--- config.mk ---
export PLATFORM = sky130hd
export DESIGN_NAME = riscv_fetch_decode
export DESIGN_NICKNAME = d
export VERILOG_FILES = /design/src/rtl/rv32_pkg.sv /design/src/rtl/br_cmp.sv /design/src/rtl/riscv_fetch_decode.sv
export SDC_FILE = /design/constraint.sdc
export NUM_CORES = 1
export LEC_CHECK = 0
export ABC_CLOCK_PERIOD_IN_PS = 8100
export CAP_MARGIN = 40
export CORE_MARGIN = 4
export CORE_UTILIZATION = 40
export CTS_CLUSTER_SIZE = 10
export DETAILED_ROUTE_END_ITERATION = 7
export PLACE_DENSITY = 0.89
export SYNTH_ARGS = -nofsm -noshare
export SYNTH_HDL_FRONTEND = slang
export SYNTH_SLANG_ARGS = --single-unit
--- constraint.sdc ---
create_clock -name clk -period 8.1 [get_ports clk]
set_clock_uncertainty 0.15 [all_clocks]
set_input_delay 2.025 -clock clk [delete_from_list [all_inputs] [get_ports clk]]
set_output_delay 2.025 -clock clk [all_outputs]
set_load 0.05 [all_outputs]
--- src/rtl/rv32_pkg.sv ---
// Shared RV32I constants: opcodes, ALU operation codes, write-back sources,
// branch funct3 codes and the default reset PC.
package rv32_pkg;

  localparam logic [31:0] RESET_PC_DEFAULT = 32'h0000_0000;

  localparam logic [6:0] OPC_OP     = 7'b0110011;
  localparam logic [6:0] OPC_OP_IMM = 7'b0010011;
  localparam logic [6:0] OPC_LOAD   = 7'b0000011;
  localparam logic [6:0] OPC_STORE  = 7'b0100011;
  localparam logic [6:0] OPC_BRANCH = 7'b1100011;
  localparam logic [6:0] OPC_JAL    = 7'b1101111;
  localparam logic [6:0] OPC_JALR   = 7'b1100111;
  localparam logic [6:0] OPC_LUI    = 7'b0110111;
  localparam logic [6:0] OPC_AUIPC  = 7'b0010111;

  localparam logic [2:0] F3_BEQ  = 3'b000;
  localparam logic [2:0] F3_BNE  = 3'b001;
  localparam logic [2:0] F3_BLT  = 3'b100;
  localparam logic [2:0] F3_BGE  = 3'b101;
  localparam logic [2:0] F3_BLTU = 3'b110;
  localparam logic [2:0] F3_BGEU = 3'b111;

  typedef enum logic [4:0] {
    ALU_ADD   = 5'd0,
    ALU_SUB   = 5'd1,
    ALU_SLL   = 5'd2,
    ALU_SLT   = 5'd3,
    ALU_SLTU  = 5'd4,
    ALU_XOR   = 5'd5,
    ALU_SRL   = 5'd6,
    ALU_SRA   = 5'd7,
    ALU_OR    = 5'd8,
    ALU_AND   = 5'd9,
    ALU_PASSB = 5'd10
  } alu_op_e;

  typedef enum logic [1:0] {
    WB_MEM = 2'd0,
    WB_ALU = 2'd1,
    WB_PC4 = 2'd2
  } wb_sel_e;

  // Arithmetic/logic op select shared by OP and OP-IMM. SUB only exists
  // for the register form; SRA is selected by bit 30 in both forms.
  function automatic alu_op_e alu_from_funct3(input logic [2:0] funct3,
                                               input logic       bit30,
                                               input logic       is_reg);
    alu_op_e op;
    case (funct3)
      3'b000:  op = (is_reg && bit30) ? ALU_SUB : ALU_ADD;
      3'b001:  op = ALU_SLL;
      3'b010:  op = ALU_SLT;
      3'b011:  op = ALU_SLTU;
      3'b100:  op = ALU_XOR;
      3'b101:  op = bit30 ? ALU_SRA : ALU_SRL;
      3'b110:  op = ALU_OR;
      3'b111:  op = ALU_AND;
      default: op = ALU_ADD;
    endcase
    return op;
  endfunction

endpackage

--- src/rtl/br_cmp.sv ---
// Branch comparator: equality plus a less-than whose signedness is selected
// by the caller.
module br_cmp
  import rv32_pkg::*;
(
  input  logic [31:0] a,
  input  logic [31:0] b,
  input  logic        is_unsigned,
  output logic        br_eq,
  output logic        br_lt
);

  // Equality and signed/unsigned ordering of the two operands.
  always_comb begin
    br_eq = (a == b);
    if (is_unsigned) begin
      br_lt = (a < b);
    end else begin
      br_lt = ($signed(a) < $signed(b));
    end
  end

endmodule

--- src/rtl/riscv_fetch_decode.sv ---
// RV32I fetch/decode front end: program counter, instruction decoder and
// branch resolution. The PC is the only state; decode is combinational.
module riscv_fetch_decode
  import rv32_pkg::*;
#(
  parameter logic [31:0] RESET_PC = RESET_PC_DEFAULT
)(
  input  logic        clk,
  input  logic        rst,
  input  logic [31:0] inst,
  input  logic [31:0] ReadData1,
  input  logic [31:0] ReadData2,
  input  logic [31:0] Addr,
  output logic [31:0] PC,
  output logic        PCSel,
  output logic        ALUSrc1,
  output logic        ALUSrc2,
  output logic        RegWE,
  output logic        MemWE,
  output logic [1:0]  WBSel,
  output logic [31:0] Imm,
  output logic [4:0]  ALUop,
  output logic [4:0]  rs1,
  output logic [4:0]  rs2,
  output logic [4:0]  rd,
  output logic        BrEq
);

  logic [6:0]  opcode_s;
  logic [2:0]  funct3_s;
  logic [31:0] imm_i_s;
  logic [31:0] imm_s_s;
  logic [31:0] imm_b_s;
  logic [31:0] imm_u_s;
  logic [31:0] imm_j_s;
  logic        br_eq_s;
  logic        br_lt_s;
  logic        br_unsigned_s;
  logic        take_s;

  logic        pc_sel_s;
  logic        alu_src1_s;
  logic        alu_src2_s;
  logic        reg_we_s;
  logic        mem_we_s;
  wb_sel_e     wb_sel_s;
  alu_op_e     alu_op_s;
  logic [31:0] imm_sel_s;
  logic [31:0] pc_r;

  assign opcode_s = inst[6:0];
  assign funct3_s = inst[14:12];
  assign rs1      = inst[19:15];
  assign rs2      = inst[24:20];
  assign rd       = inst[11:7];

  assign imm_i_s = {{20{inst[31]}}, inst[31:20]};
  assign imm_s_s = {{20{inst[31]}}, inst[31:25], inst[11:7]};
  assign imm_b_s = {{19{inst[31]}}, inst[31], inst[7], inst[30:25], inst[11:8], 1'b0};
  assign imm_u_s = {inst[31:12], 12'h000};
  assign imm_j_s = {{11{inst[31]}}, inst[31], inst[19:12], inst[20], inst[30:21], 1'b0};

  // BLTU/BGEU (funct3 11x) compare unsigned; BLT/BGE compare signed.
  assign br_unsigned_s = (funct3_s == F3_BLTU) || (funct3_s == F3_BGEU);

  br_cmp u_br_cmp (
    .a           (ReadData1),
    .b           (ReadData2),
    .is_unsigned (br_unsigned_s),
    .br_eq       (br_eq_s),
    .br_lt       (br_lt_s)
  );

  assign BrEq = br_eq_s;

  // Branch condition from funct3; 010/011 are not branches and never take.
  always_comb begin
    take_s = 1'b0;
    case (funct3_s)
      F3_BEQ:  take_s = br_eq_s;
      F3_BNE:  take_s = !br_eq_s;
      F3_BLT:  take_s = br_lt_s;
      F3_BGE:  take_s = !br_lt_s;
      F3_BLTU: take_s = br_lt_s;
      F3_BGEU: take_s = !br_lt_s;
      default: take_s = 1'b0;
    endcase
  end

  // Opcode decode into datapath controls; unknown opcodes decode as a NOP.
  always_comb begin
    pc_sel_s   = 1'b0;
    alu_src1_s = 1'b0;
    alu_src2_s = 1'b0;
    reg_we_s   = 1'b0;
    mem_we_s   = 1'b0;
    wb_sel_s   = WB_MEM;
    alu_op_s   = ALU_ADD;
    imm_sel_s  = 32'h0000_0000;
    case (opcode_s)
      OPC_OP: begin
        alu_op_s = alu_from_funct3(funct3_s, inst[30], 1'b1);
        reg_we_s = 1'b1;
        wb_sel_s = WB_ALU;
      end
      OPC_OP_IMM: begin
        alu_op_s   = alu_from_funct3(funct3_s, inst[30], 1'b0);
        alu_src2_s = 1'b1;
        reg_we_s   = 1'b1;
        wb_sel_s   = WB_ALU;
        imm_sel_s  = imm_i_s;
      end
      OPC_LOAD: begin
        alu_src2_s = 1'b1;
        reg_we_s   = 1'b1;
        wb_sel_s   = WB_MEM;
        imm_sel_s  = imm_i_s;
      end
      OPC_STORE: begin
        alu_src2_s = 1'b1;
        mem_we_s   = 1'b1;
        imm_sel_s  = imm_s_s;
      end
      OPC_BRANCH: begin
        alu_src1_s = 1'b1;
        alu_src2_s = 1'b1;
        pc_sel_s   = take_s;
        imm_sel_s  = imm_b_s;
      end
      OPC_JAL: begin
        alu_src1_s = 1'b1;
        alu_src2_s = 1'b1;
        reg_we_s   = 1'b1;
        wb_sel_s   = WB_PC4;
        pc_sel_s   = 1'b1;
        imm_sel_s  = imm_j_s;
      end
      OPC_JALR: begin
        alu_src2_s = 1'b1;
        reg_we_s   = 1'b1;
        wb_sel_s   = WB_PC4;
        pc_sel_s   = 1'b1;
        imm_sel_s  = imm_i_s;
      end
      OPC_LUI: begin
        alu_op_s   = ALU_PASSB;
        alu_src2_s = 1'b1;
        reg_we_s   = 1'b1;
        wb_sel_s   = WB_ALU;
        imm_sel_s  = imm_u_s;
      end
      OPC_AUIPC: begin
        alu_src1_s = 1'b1;
        alu_src2_s = 1'b1;
        reg_we_s   = 1'b1;
        wb_sel_s   = WB_ALU;
        imm_sel_s  = imm_u_s;
      end
      default: begin
        alu_op_s = ALU_ADD;
      end
    endcase
  end

  // Reset suppresses every side effect (writes and redirects) but leaves the
  // rest of the decode visible.
  always_comb begin
    ALUSrc1 = alu_src1_s;
    ALUSrc2 = alu_src2_s;
    WBSel   = wb_sel_s;
    ALUop   = alu_op_s;
    Imm     = imm_sel_s;
    if (rst) begin
      PCSel = 1'b0;
      RegWE = 1'b0;
      MemWE = 1'b0;
    end else begin
      PCSel = pc_sel_s;
      RegWE = reg_we_s;
      MemWE = mem_we_s;
    end
  end

  // Program counter: reset vector, word-aligned redirect, or sequential step.
  always_ff @(posedge clk) begin
    if (rst) begin
      pc_r <= RESET_PC;
    end else if (PCSel) begin
      pc_r <= {Addr[31:2], 2'b00};
    end else begin
      pc_r <= pc_r + 32'd4;
    end
  end

  assign PC = pc_r;

endmodule

==> flow_metrics.py <==
metrics = {
    "cells_and_area": {
        "nFillCells": 643,
        "area_delta_synth_final_pct": 66.1,
        "largest_register_ffs": 30,
        "nets": 779,
        "n_antenna_cell": 0,
        "mostFrequentLayoutCells": "216 x clkdlybuf4s50_1, 37 x a21oi_1, 35 x inv_1",
        "final_common_cell": "clkdlybuf4s50_1",
        "multi_input_area_sq_mm": 0.00232,
        "drive_gt1_frac": 0.0699,
        "final_area_sq_mm": 0.00548,
        "seq_area_sq_um": 601,
    },
    "placement": {
        "placed_area_sq_mm": 0.00540,
        "io_buffers": 216,
        "hpwlAfterDp_um": 9780,
        "place_congestion": 0.818,
    },
    "grt": {
        "grt_max_degree": 34,
        "grt_overflow": 0,
        "grt_pass1_wl_um": 19000,
        "grt_usage": 0.230,
        "first_global_vias": 4138,
        "antenna_found_initial": 0,
    },
    "synth": {
        "synth_top_cell_by_area": "dfxtp_1",
        "yosysSeqAreaShare": 0.182,
        "ys.flop_type": "dfxtp_1",
        "synth_top_area_frac": 0.182,
        "yosys_warnings": 0,
        "netlist_area_sq_mm": 0.00330,
        "ys_async_sr_fraction": 0,
        "synth_seq_cells": 30,
        "synth_cells": 421,
        "ys_types": 49,
        "avgSynthCellArea_sq_um": 7.84,
        "synth.area.top_cells": "dfxtp_1 18%, ha_1 13%, a21oi_1 5.6%, xor2_1 5.0%, a211oi_1 5.0%",
        "synth_edf_count": 0,
    },
    "critical_path": {
        "cp.required_ns": 5.93,
        "ff2ff_setup_slack_ns": 5.91,
        "end_kind": "output port",
        "cp-startpoint": "ReadData2[29]",
        "critical-path-top-delay-family": "compound AO/OA/AOI/OAI gates",
        "start_kind": "primary input",
        "reg2reg_from": "PC[11]",
        "crit_chain": "clkdlybuf4s50_1 -> inv_1 -> ha_1 -> a21oi_1 -> o21ai_1 -> a2111o_1 -> o41a_4 -> a2111o_1 -> nor2_2 -> nor2_1 -> clkdlybuf4s50_1",
        "cpPeakStageDelay_ns": 0.71,
        "crit_slowest_cell": "clkdlybuf4s50_1",
        "path_class": "primary input to output port",
        "cp_max_fo": 4,
        "critPathBufInv": 3,
        "cp_data_arrival_time_ns": 5.26,
    },
    "die": {
        "initial_core_util": 0.418,
        "io_pins": 222,
        "rows": 32,
        "fp.dieW_um": 98.8,
        "fp.dieH_um": 98.8,
        "die_area_sq_mm": 0.00977,
        "coreArea_sq_mm": 0.00789,
    },
    "hold_path": {
        "min_from": "PC[10]",
        "hp-class": "flip-flop to flip-flop",
    },
    "power": {
        "p_per_area_mw_per_mm2": 86.7,
        "power_leakage_nw": 2.27,
        "total_power_mw": 0.475,
        "irDropWorstVdd_mv": 0.0712,
    },
    "sta": {
        "whs_ns": 0.451,
        "post-route-period-util": 0.917,
        "final_hold_viol_count": 0,
        "setup_viol_count_final": 0,
        "setup_tns_ns": 0,
        "rsz0062_at_grt": "false",
        "slew_violations": 0,
        "tightest_slew_ns": 0.689,
        "period_minus_slack_ns": 7.43,
        "fmax_ghz": 0.135,
        "slew_headroom": 0.539,
    },
    "clock_network": {
        "cts_tree": "built",
        "cts_resized": 0,
        "clk_latency_ns": 0.27,
        "cts_made_buffers": 5,
        "hold_buffers": 0,
        "cts_setup_buffers": 0,
        "clk_pin_slew_worst_paths_ns": 0.06,
        "clock_sinks": 30,
        "clock_tree.root_cell": "clkbuf_8",
        "cts_max_path_buffers": 2,
        "ctsHtreeMaxLevel": 2,
    },
    "drt": {
        "vias": 3874,
        "vias_per_cell": 5.40,
        "wl_per_cell_um": 16.5,
        "ant_nets": 0,
        "routed_wl_um": 11800,
        "drtIter0Drc": 132,
        "drt_first_pass_iters": 4,
        "drc": 0,
    },
    "job": {
        "max_cap_viol_count": 0,
    },
    "run_status": {
        "outcome": "finished, final reports clean",
    },
}
-- metal layers --
layer	part of all wire	GRT usage	wire length (um)
met1	0.38	0.248	4470
met2	0.52	0.439	6180
met3	0.083	0.0616	982
met4	0.016	0.0578	193
met5	0	0	0
-- kinds of logic (layout without fill, tap and decap cells) --
group | after synthesis | after routing | synth area share
buffers and inverters | 73 | 265 | 0.118
DFF | 30 | 30 | 0.182
AOI/OAI and AO/OA | 128 | 128 | 0.289
adders and majority gates | 33 | 33 | 0.125
muxes | 1 | 1 | 0.00303
other | 1 | 3 | 0.00114
and+or+nand+nor | 126 | 126 | 0.205
xor gates and xnor gates | 29 | 29 | 0.0770
-- metrics by stage --
stage          std cells  worst slack, ns   util
2_1_floorplan        423             1.01      -
3_3_place_gp         711            0.677  0.685
3_5_place_dp         711            0.666  0.685
4_1_cts              717            0.650  0.695
5_1_grt              717            0.497  0.695
6_report             717            0.669  0.695
-- tightest hold or removal path, cell delays in order (launching register included) --
cell      delay, ns
dfxtp_1        0.33
xnor2_1        0.16
a211oi_1       0.06
-- power by group --
part / switching (mW) / leakage [nW] / internal (mW)
clock network: 0.0514 / 0.0431 / 0.0654
logic: 0.102 / 1.98 / 0.101
registers: 0.00473 / 0.243 / 0.151
total: 0.158 / 2.27 / 0.318
-- final timing paths --
kind         endpoint  cells past startpoint
max             PCSel                     11
min            PC[10]                      2
max reg2reg    PC[26]                      6
min reg2reg    PC[10]                      2
-- Yosys cell counts (2+ instances only) --
cell type / number
a21oi_1: 37
nor3_1: 7
nand2b_1: 4
buf_6: 4
ha_1: 33
clkbuf_1: 10
o21ai_0: 10
buf_2: 3
nor2_1: 21
a21o_1: 21
and2_1: 2
nor4_1: 3
nand4_1: 19
a21oi_2: 10
and4_1: 2
nand3_1: 16
dfxtp_1: 30
o211ai_1: 2
a2111o_1: 2
a22o_1: 5
buf_4: 19
a211oi_2: 10
xnor2_1: 10
xor2_1: 19
and3_1: 7
inv_1: 35
nand2_1: 25
or3_1: 3
or2_2: 2
nor2b_1: 9
a211oi_1: 22
nand3b_1: 2
-- cell type report --
cell class | instances | area share
Sequential cell | 30 | 0.110
Tap cell | 102 | 0.0233
Inverter | 35 | 0.0240
Timing Repair Buffer | 224 | 0.405
Multi-Input combinational cell | 320 | 0.423
Clock buffer | 6 | 0.0151
Note: power is estimated with default switching activity, not from simulation.
